--- src/rtl/pll_ctrl_pkg.sv ---
// Shared types and helpers for the PLL control blocks.
package pll_ctrl_pkg;

   // Width of every ratio field on the GTP_PLL_E1 dynamic interface.
   localparam int RATIO_W = 10;

   // Controller states.
   typedef enum logic [2:0] {
      ST_RESET_HOLD = 3'd0,
      ST_WAIT_LOCK  = 3'd1,
      ST_STABLE     = 3'd2,
      ST_LOCKED     = 3'd3,
      ST_FAILED     = 3'd4
   } pll_state_e;

   // A 50 % duty cycle is obtained by programming DUTYn equal to RATIOn.
   function automatic logic [RATIO_W-1:0] duty_from_ratio(input logic [RATIO_W-1:0] i_ratio);
      return i_ratio;
   endfunction

endpackage

--- src/rtl/pll_lock_sync.sv ---
// Two-flop synchronizer with asynchronous clear, used for the PLL LOCK input.
module pll_lock_sync (
   input  logic i_clk,
   input  logic i_rst,
   input  logic i_async,
   output logic o_sync
);

   logic r_meta;
   logic r_sync;

   // Resample the asynchronous input twice; cleared to "not locked".
   always_ff @(posedge i_clk or posedge i_rst) begin
      if (i_rst) begin
         r_meta <= 1'b0;
         r_sync <= 1'b0;
      end else begin
         r_meta <= i_async;
         r_sync <= r_meta;
      end
   end

   assign o_sync = r_sync;

endmodule

--- src/rtl/pll_dyn_ctrl.sv ---
// PLL reset/lock sequencer with run-time ratio reconfiguration for GTP_PLL_E1.
module pll_dyn_ctrl
   import pll_ctrl_pkg::*;
#(
   parameter int                         NUM_OUT            = 5,
   parameter int                         RATIO_MAX          = 128,
   parameter int                         DEF_IDIV           = 2,
   parameter int                         DEF_FDIV           = 24,
   parameter logic [NUM_OUT*RATIO_W-1:0] DEF_ODIV           = {NUM_OUT{10'd6}},
   parameter int                         RST_HOLD_CYCLES    = 16,
   parameter int                         LOCK_TIMEOUT       = 65535,
   parameter int                         LOCK_STABLE_CYCLES = 256,
   parameter int                         MAX_RETRIES        = 3
) (
   input  logic                         clkin1,
   input  logic                         pll_rst,
   input  logic                         lock_raw,
   input  logic                         cfg_valid,
   output logic                         cfg_ready,
   input  logic [RATIO_W-1:0]           cfg_idiv,
   input  logic [RATIO_W-1:0]           cfg_fdiv,
   input  logic [NUM_OUT*RATIO_W-1:0]   cfg_odiv,
   output logic                         cfg_err,
   output logic                         prim_rst,
   output logic [RATIO_W-1:0]           dyn_idiv,
   output logic [RATIO_W-1:0]           dyn_fdiv,
   output logic [NUM_OUT*RATIO_W-1:0]   dyn_odiv,
   output logic [NUM_OUT*RATIO_W-1:0]   dyn_duty,
   output logic                         pll_lock,
   output logic                         busy,
   output logic                         fail,
   output logic [7:0]                   lock_lost_cnt
);

   localparam int ODIV_W = NUM_OUT*RATIO_W;
   localparam int HOLD_W = $clog2(RST_HOLD_CYCLES+1);
   localparam int TMO_W  = $clog2(LOCK_TIMEOUT+1);
   localparam int STB_W  = $clog2(LOCK_STABLE_CYCLES+1);
   localparam int RTY_W  = $clog2(MAX_RETRIES+1);

   pll_state_e          r_state;
   pll_state_e          w_state_nxt;
   logic [HOLD_W-1:0]   r_hold_cnt;
   logic [TMO_W-1:0]    r_tmo_cnt;
   logic [STB_W-1:0]    r_stb_cnt;
   logic [RTY_W-1:0]    r_retry_cnt;
   logic [7:0]          r_lost_cnt;
   logic                r_cfg_err;
   logic [RATIO_W-1:0]  r_dyn_idiv;
   logic [RATIO_W-1:0]  r_dyn_fdiv;
   logic [ODIV_W-1:0]   r_dyn_odiv;
   logic                w_lock_s;
   logic                w_cfg_ok;
   logic                w_cfg_take;
   logic                w_timeout;
   logic                w_prim_rst;
   logic                w_pll_lock;
   logic                w_cfg_ready;
   logic                w_busy;
   logic                w_fail;

   // A ratio field is legal when it lies in 1..RATIO_MAX.
   function automatic logic ratio_ok(input logic [RATIO_W-1:0] i_val);
      return (i_val != {RATIO_W{1'b0}}) && (i_val <= RATIO_W'(RATIO_MAX));
   endfunction

   pll_lock_sync u_lock_sync (
      .i_clk   (clkin1),
      .i_rst   (pll_rst),
      .i_async (lock_raw),
      .o_sync  (w_lock_s)
   );

   // Validate every field of the offered ratio set.
   always_comb begin
      w_cfg_ok = ratio_ok(cfg_idiv) & ratio_ok(cfg_fdiv);
      for (int i = 0; i < NUM_OUT; i++) begin
         w_cfg_ok = w_cfg_ok & ratio_ok(cfg_odiv[i*RATIO_W +: RATIO_W]);
      end
   end

   assign w_cfg_take = cfg_valid & w_cfg_ready & w_cfg_ok;

   // State register.
   always_ff @(posedge clkin1 or posedge pll_rst) begin
      if (pll_rst) begin
         r_state <= ST_RESET_HOLD;
      end else begin
         r_state <= w_state_nxt;
      end
   end

   // Next-state logic; an accepted configuration overrides everything else.
   always_comb begin
      w_state_nxt = r_state;
      w_timeout   = 1'b0;
      if (w_cfg_take) begin
         w_state_nxt = ST_RESET_HOLD;
      end else begin
         case (r_state)
            ST_RESET_HOLD: begin
               if (r_hold_cnt == HOLD_W'(RST_HOLD_CYCLES-1)) begin
                  w_state_nxt = ST_WAIT_LOCK;
               end else begin
                  w_state_nxt = ST_RESET_HOLD;
               end
            end
            ST_WAIT_LOCK: begin
               if (w_lock_s) begin
                  w_state_nxt = ST_STABLE;
               end else if (r_tmo_cnt == TMO_W'(LOCK_TIMEOUT-1)) begin
                  w_timeout = 1'b1;
                  if (r_retry_cnt + RTY_W'(1) == RTY_W'(MAX_RETRIES)) begin
                     w_state_nxt = ST_FAILED;
                  end else begin
                     w_state_nxt = ST_RESET_HOLD;
                  end
               end else begin
                  w_state_nxt = ST_WAIT_LOCK;
               end
            end
            ST_STABLE: begin
               if (!w_lock_s) begin
                  w_state_nxt = ST_WAIT_LOCK;
               end else if (r_stb_cnt == STB_W'(LOCK_STABLE_CYCLES-1)) begin
                  w_state_nxt = ST_LOCKED;
               end else begin
                  w_state_nxt = ST_STABLE;
               end
            end
            ST_LOCKED: begin
               if (!w_lock_s) begin
                  w_state_nxt = ST_RESET_HOLD;
               end else begin
                  w_state_nxt = ST_LOCKED;
               end
            end
            ST_FAILED:  w_state_nxt = ST_FAILED;
            default:    w_state_nxt = ST_RESET_HOLD;
         endcase
      end
   end

   // Output decode from the registered state.
   always_comb begin
      w_prim_rst  = 1'b0;
      w_pll_lock  = 1'b0;
      w_cfg_ready = 1'b0;
      w_busy      = 1'b1;
      w_fail      = 1'b0;
      case (r_state)
         ST_RESET_HOLD: w_prim_rst = 1'b1;
         ST_WAIT_LOCK:  w_prim_rst = 1'b0;
         ST_STABLE:     w_prim_rst = 1'b0;
         ST_LOCKED: begin
            w_pll_lock  = 1'b1;
            w_cfg_ready = 1'b1;
            w_busy      = 1'b0;
         end
         ST_FAILED: begin
            w_prim_rst  = 1'b1;
            w_fail      = 1'b1;
            w_cfg_ready = 1'b1;
            w_busy      = 1'b0;
         end
         default:       w_prim_rst = 1'b1;
      endcase
   end

   // Hold, timeout and stability counters. The timeout counter is only cleared
   // by a reset pulse so that lock bouncing in STABLE cannot extend an attempt;
   // the stability counter includes the edge on which lock was first seen.
   always_ff @(posedge clkin1 or posedge pll_rst) begin
      if (pll_rst) begin
         r_hold_cnt <= {HOLD_W{1'b0}};
         r_tmo_cnt  <= {TMO_W{1'b0}};
         r_stb_cnt  <= {STB_W{1'b0}};
      end else begin
         if (r_state == ST_RESET_HOLD && w_state_nxt == ST_RESET_HOLD) begin
            r_hold_cnt <= r_hold_cnt + HOLD_W'(1);
         end else begin
            r_hold_cnt <= {HOLD_W{1'b0}};
         end
         if (r_state == ST_RESET_HOLD) begin
            r_tmo_cnt <= {TMO_W{1'b0}};
         end else if (r_state == ST_WAIT_LOCK && w_state_nxt == ST_WAIT_LOCK) begin
            r_tmo_cnt <= r_tmo_cnt + TMO_W'(1);
         end else begin
            r_tmo_cnt <= r_tmo_cnt;
         end
         if (w_state_nxt == ST_STABLE && r_state == ST_STABLE) begin
            r_stb_cnt <= r_stb_cnt + STB_W'(1);
         end else if (w_state_nxt == ST_STABLE) begin
            r_stb_cnt <= STB_W'(1);
         end else begin
            r_stb_cnt <= {STB_W{1'b0}};
         end
      end
   end

   // Retry and lock-loss bookkeeping.
   always_ff @(posedge clkin1 or posedge pll_rst) begin
      if (pll_rst) begin
         r_retry_cnt <= {RTY_W{1'b0}};
         r_lost_cnt  <= 8'd0;
      end else begin
         if (w_cfg_take || (r_state == ST_STABLE && w_state_nxt == ST_LOCKED)) begin
            r_retry_cnt <= {RTY_W{1'b0}};
         end else if (w_timeout) begin
            r_retry_cnt <= r_retry_cnt + RTY_W'(1);
         end else begin
            r_retry_cnt <= r_retry_cnt;
         end
         if (r_state == ST_LOCKED && !w_lock_s && r_lost_cnt != 8'hFF) begin
            r_lost_cnt <= r_lost_cnt + 8'd1;
         end else begin
            r_lost_cnt <= r_lost_cnt;
         end
      end
   end

   // Ratio registers and the reject pulse; ratios only move on an accept edge.
   always_ff @(posedge clkin1 or posedge pll_rst) begin
      if (pll_rst) begin
         r_dyn_idiv <= RATIO_W'(DEF_IDIV);
         r_dyn_fdiv <= RATIO_W'(DEF_FDIV);
         r_dyn_odiv <= DEF_ODIV;
         r_cfg_err  <= 1'b0;
      end else begin
         r_cfg_err <= cfg_valid & w_cfg_ready & ~w_cfg_ok;
         if (w_cfg_take) begin
            r_dyn_idiv <= cfg_idiv;
            r_dyn_fdiv <= cfg_fdiv;
            r_dyn_odiv <= cfg_odiv;
         end else begin
            r_dyn_idiv <= r_dyn_idiv;
            r_dyn_fdiv <= r_dyn_fdiv;
            r_dyn_odiv <= r_dyn_odiv;
         end
      end
   end

   for (genvar g = 0; g < NUM_OUT; g++) begin : g_duty
      assign dyn_duty[g*RATIO_W +: RATIO_W] = duty_from_ratio(r_dyn_odiv[g*RATIO_W +: RATIO_W]);
   end

   assign cfg_ready     = w_cfg_ready;
   assign cfg_err       = r_cfg_err;
   assign prim_rst      = w_prim_rst;
   assign dyn_idiv      = r_dyn_idiv;
   assign dyn_fdiv      = r_dyn_fdiv;
   assign dyn_odiv      = r_dyn_odiv;
   assign pll_lock      = w_pll_lock;
   assign busy          = w_busy;
   assign fail          = w_fail;
   assign lock_lost_cnt = r_lost_cnt;

endmodule

--- config.mk ---
export PLATFORM = sky130hd
export DESIGN_NAME = pll_dyn_ctrl
export DESIGN_NICKNAME = d
export VERILOG_FILES = /design/src/rtl/pll_ctrl_pkg.sv /design/src/rtl/pll_lock_sync.sv /design/src/rtl/pll_dyn_ctrl.sv
export SDC_FILE = /design/constraint.sdc
export NUM_CORES = 1
export LEC_CHECK = 0
export CAP_MARGIN = 20
export CORE_MARGIN = 4
export CORE_UTILIZATION = 48
export DETAILED_ROUTE_END_ITERATION = 10
export GPL_ROUTABILITY_DRIVEN = 0
export HOLD_SLACK_MARGIN = 0.08
export PLACE_DENSITY_LB_ADDON = 0.2
export SYNTH_ARGS = -nofsm -noshare
export SYNTH_HDL_FRONTEND = slang
export SYNTH_SLANG_ARGS = --single-unit
--- constraint.sdc ---
create_clock -name clkin1 -period 11 [get_ports clkin1]
set_input_delay 3.3 -clock clkin1 [delete_from_list [all_inputs] [get_ports clkin1]]
set_output_delay 3.3 -clock clkin1 [all_outputs]
set_load 0.01 [all_outputs]
After elaboration in Yosys (flattened, before gate mapping). Cells that the tools add are included. W data, S select, Z words.

Add/sub/neg operators: 5. $mul: 0. Div/mod/pow operators: 0. Order comparisons: 7. Equality and inequality tests: 12. Shift operators: 0. Multiplexer cells: 25. Bitwise logic cells: 10. Reductions and logical operators: 28.

Operators with widths (count): $le A10 B8 Y1 const B (7); $reduce_bool A10 Y1 (7); $mux W16 (2); $add A16 B1 Y16 const B (1); $eq A16 B16 Y1 const B (1); $pmux W3 S5 (1); $logic_and A1 B1 Y1 (13); $eq A3 B2 Y1 const B (4); $mux W1 (12); $mux W3 (4); $add A9 B1 Y9 const B (1); $and A1 B1 Y1 (9); $eq A9 B8 Y1 const B (1); $mux W9 (1); $add A8 B1 Y8 const B (1); $mux W2 (4); $ne A8 B8 Y1 const B (1); $eq A3 B1 Y1 const B (2); $logic_not A3 Y1 (2); $add A5 B1 Y5 const B (1); $eq A5 B4 Y1 const B (1); $mux W5 (1); $reduce_bool A2 Y1 (2); $eq A3 B3 Y1 const B (1); other kinds (7) (7).

Flip-flop bits (word level): 116. Latch bits: 0. Bits in writable memories: 0. Bits in read-only memories: 0. Bits of input ports: 74. Output and inout port bits: 134. Memories: 0.

Logic depth before layout (Yosys ltp).
Word-level depth: 14. Mapped depth: 10. Depth with buffers taken out: 9.

Hierarchy. Synthesis repeated with hierarchy kept, for this count alone.

Cells, all modules: 477. Area total of the unflattened synthesis: 5531.6 sq um.

Modules (own cells, without submodules): pll_dyn_ctrl (times used 1, cells an instance 474, area an instance 5477.8 sq um, sequential area each 2869.0 sq um); pll_lock_sync (times used 1, cells an instance 3, area an instance 53.8 sq um, sequential area each 50.0 sq um).

Least setup slack after synthesis. Ideal clock, no wire load.

Path kind: input to register. Start: input cfg_odiv[23]. End: register r_dyn_odiv[10], in the netlist dyn_duty[10]. Arrival time: 4.987 ns. Data required time: 10.875 ns. Path slack: 5.889 ns. Stages: 7. Path buffers: 2. Path through: nor4_1 > a21boi_0 > nor4b_1 > and4_1 > buf_2 > buf_4 > mux2_2.

Longest elaborated chain between the ends: 6. Elaborated cells on any way between the ends: 7. Those cells by class: order compare: 1; bitwise: 4; reduce/logical: 2.

RTL lines: start: declaration (line pll_dyn_ctrl.sv:22) `input logic [NUM_OUT*RATIO_W-1:0] cfg_odiv,`; $le A10 B8 Y1 or $reduce_bool A10 Y1 (tied branches) (line pll_dyn_ctrl.sv:64) `return (i_val != {RATIO_W{1'b0}}) && (i_val <= RATIO_W'(RATIO_MAX));`; $logic_and A1 B1 Y1 (*) (line pll_dyn_ctrl.sv:64); $and A1 B1 Y1 (*) (3 in series) (line pll_dyn_ctrl.sv:78) `w_cfg_ok = w_cfg_ok & ratio_ok(cfg_odiv[i*RATIO_W +: RATIO_W]);`; $and A1 B1 Y1 (*) (line pll_dyn_ctrl.sv:82) `assign w_cfg_take = cfg_valid & w_cfg_ready & w_cfg_ok;`; end signal: assignment (line pll_dyn_ctrl.sv:234) `r_dyn_odiv <= cfg_odiv;`; end signal: assignment (line pll_dyn_ctrl.sv:238) `r_dyn_odiv <= r_dyn_odiv;`; end: declaration (line pll_dyn_ctrl.sv:51) `logic [ODIV_W-1:0] r_dyn_odiv;`.

Mark *: on every way between the ends. The rest lies on a longest branch, timed or not. A chain may end at the register's enable or synchronous reset.

Worst setup path after layout.
Start: input cfg_odiv[45]. End: register r_dyn_odiv[20], in the netlist dyn_duty[20].

Longest elaborated chain between the ends: 4. Elaborated cells on any way between the ends: 5. Those cells by class: order compare: 1; bitwise: 2; reduce/logical: 2.

RTL lines (line): $le A10 B8 Y1 or $reduce_bool A10 Y1 (tied branches) (pll_dyn_ctrl.sv:64); $logic_and A1 B1 Y1 (*) (pll_dyn_ctrl.sv:64); $and A1 B1 Y1 (*) (pll_dyn_ctrl.sv:78); $and A1 B1 Y1 (*) (pll_dyn_ctrl.sv:82).

Marked as above.

==> impl_metrics.csv <==
group,metric,value,unit
status,status,"finished, final reports clean",
synth,ys.warnings.count,0,
pwr,intPower,0.000853,W
timing,hold_viol,0,
worst_setup_path,start_kind,"input pin",
cts,cts_root_buf,"clkbuf_16",
grt,grt_overflow,0,
drt,finalWirelength,14200,um
timing,finalMaxSlewViolations,0,
timing,relSlewSlack,0.298,
drt,dr_wl_met3,1040,um
cts,ctsResizeCount,0,
worst_setup_path,crit_fanout,84,
pwr,power.density,142,nW/um^2
pwr,p_leak,3.44,nW
timing,rsz0062_at_grt,"false",
place,dp_hpwl,10700,um
drt,vias,3989,
timing,setup_tns,0,ps
pwr,swShare,0.242,
cells_and_area,drive_gt1_frac,0.178,
synth,synth_cells,464,
cts,tritoncts,"yes",
cells_and_area,area_delta_synth_final,43.0,%
synth,syn_area_per_cell,11.9,um^2
synth,synth.yosys.seq_area_share,0.528,
timing,fin_crit,6030,ps
cells_and_area,fill_cells,777,
synth,synth_edf_count,0,
pwr,seqPwrFrac,0.408,
synth,synth_area_leader_cell,"dfrtp_1",
cts,cts_htree_levels,4,
timing,setup_violations,0,
cts,hold_buffers,0,
die,core.rowCount,38,
drt,post_drt_wl_per_cell,18.1,um
timing,period_share,0.548,
timing,fmax,166,MHz
die,core_area,11000,um^2
cts,cts_buffers,17,
grt,antenna_found_initial,0,
grt,grt_pass1_wl,22000,um
worst_setup_path,cp.required,11280,ps
cells_and_area,final_area,7900,um^2
grt,grt_usage,0.215,
timing,skew,11.6,ps
run,drv_cap,0,
cells_and_area,nets,710,
pwr,p_switching,0.000272,W
cts,post_cts_buffers,0,
pwr,power.clock.fraction,0.469,
die,initial_core_util,0.501,
place,io_buffers,207,
worst_setup_path,worstSetupPathType,"input pin to flop",
synth,ys_types,49,
synth,ys_ff_latch,116,
pwr,comb_power_share,0.123,
synth,async_flop_share,1.00,
die,dieArea,13300,um^2
synth,synth_area_leaders,"dfrtp_1 (47%), mux2_2 (12%), buf_4 (7.5%)",
drt,drt_iter0_markers,169,
worst_setup_path,critPathArrivalTime,6310,ps
worst_setup_path,endpoint_kind,"flop",
cts,clock_path_buffers,2,
die,io_pins,208,
drt,firstDrtPassIters,4,
drt,met2_length,7370,um
drt,routed.top_layer,"met4",
cts,clk_latency,400,ps
drt,antenna_left,0,
synth,syn-num-nets,546,
grt,grt_max_degree,85,
cts,clk_pin_slew,50,ps
die,die_h,115,um
synth,yosysTopAreaCellShare,0.466,
synth,syn_area,5530,um^2
synth,synth_flop_cell,"dfrtp_1",
grt,grt_pass1_vias,4175,
drt,met1_length,5530,um
cts,clock_sinks,116,
place,placed_area,7320,um^2
drt,viasPerCell,5.11,
pwr,peakVddDrop,0.0000888,V
worst_hold_path,min_path_type,"flop to flop",
timing,worst_slew_pin_slew,1050,ps
die,die_x,115,um
drt,drc,0,
cells_and_area,num_antenna_cells,0,
pwr,fin_total_pwr,0.00113,W
cell usage after synthesis, drive strengths merged, types with 3 or more instances:
cell / n
ha: 8
a21oi: 9
a21o: 3
nor4: 12
nor2b: 15
nand2: 23
buf: 61
nor3: 23
xor2: 7
and4: 3
or2: 4
inv: 16
mux2i: 4
nand4: 6
nor2: 17
dfrtp: 103
a2111oi: 7
nand3: 15
dfstp: 13
xnor2: 19
clkbuf: 4
mux2: 57
a21boi: 3
a211oi: 5
and3: 7
sequential cells by signal, indices dropped and copies added, names as in the netlist:
register / flops
dyn_duty: 50
r_tmo_cnt: 16
dyn_fdiv: 10
dyn_idiv: 10
r_stb_cnt: 9
lock_lost_cnt: 8
r_hold_cnt: 5
r_state: 3
r_retry_cnt: 2
cfg_err: 1
u_lock_sync.o_sync: 1
u_lock_sync.r_meta: 1
power by group through the flow:
stage	clock network (W)	registers [W]	logic, W
detailed placement	0	0.000466	0.000139
finish	0.000528	0.000459	0.000138
CTS	0.000537	0.000459	0.000141
floorplan	0	0.000460	0.0000830
global placement	0	0.000465	0.000135
global route	0.000557	0.000462	0.000154
worst max-delay path: stages:
cell and delay [ps]:
clkdlybuf4s50_1 440, nor4_1 450, a21boi_0 190, nor4b_1 440, and4_4 1000, mux2_2 420
kinds of logic (layout without fill, tap and decap cells):
| family | count (synthesis) | count (layout) | share of synthesized area |
|---|---|---|---|
| simple gates | 139 | 139 | 0.144 |
| fa+ha+maj | 8 | 8 | 0.0181 |
| mux | 61 | 61 | 0.123 |
| flops | 116 | 116 | 0.528 |
| buf+inv | 81 | 258 | 0.0960 |
| compound gates | 33 | 33 | 0.0493 |
| xor+xnor | 26 | 26 | 0.0412 |
through the flow:
step	cells	worst slack, ps	util	hold slack [ps]
4_1_cts	780	4950	0.716	355
3_3_place_gp	748	4720	0.664	339
5_1_grt	781	4830	0.717	360
3_5_place_dp	748	4660	0.664	343
2_1_floorplan	464	4650	-	331
6_report	781	4970	0.717	354
worst paths after layout:
check,startpoint,endpoint,slack (ps),cells after the start
worst max-delay path,cfg_odiv[45],dyn_duty[20]$_DFFE_PP0P_,4970,6
max in group asynchronous,pll_rst,r_tmo_cnt[14]$_DFFE_PP0P_,6390,3
min in group asynchronous,pll_rst,lock_lost_cnt[1]$_DFFE_PP0P_,3280,2
worst min register to register,u_lock_sync.r_meta$_DFF_PP0_,u_lock_sync.o_sync$_DFF_PP0_,350,0
worst max register to register,r_state[0]$_DFF_PP0_,dyn_duty[20]$_DFFE_PP0P_,8120,7
worst min-delay path,u_lock_sync.r_meta$_DFF_PP0_,u_lock_sync.o_sync$_DFF_PP0_,350,0
per-layer routing:
metal	track usage	vias up
met4	0.0696	0
met1	0.252	1931
met3	0.0616	18
met2	0.379	133
li1	-	1907
met5	0	-
layout by cell type, fill, tap and decap left out, types with 5 or more instances in the layout:
cell	instances
clkdlybuf4s50_1	207
dfrtp_1	103
mux2_2	57
nor3_1	23
nand2_1	23
xnor2_1	19
nor2_1	17
clkbuf_16	17
nand3_1	15
inv_1	15
nor2b_1	15
dfstp_2	13
nor4_1	10
a21oi_1	8
ha_1	8
and3_1	7
xor2_1	7
nand4_1	6
a211oi_1	5
layout make-up:
type | count | area, um^2 | share of cell area
flip-flops and latches | 116 | 2920 | 0.369
repair buffers | 210 | 2090 | 0.265
multi-input cells | 267 | 2080 | 0.263
clock buffers | 23 | 468 | 0.0592
well taps | 140 | 175 | 0.0222
clock inverters | 9 | 106 | 0.0135
inverters | 16 | 62.6 | 0.00792
(Power assumes the default switching activity.)
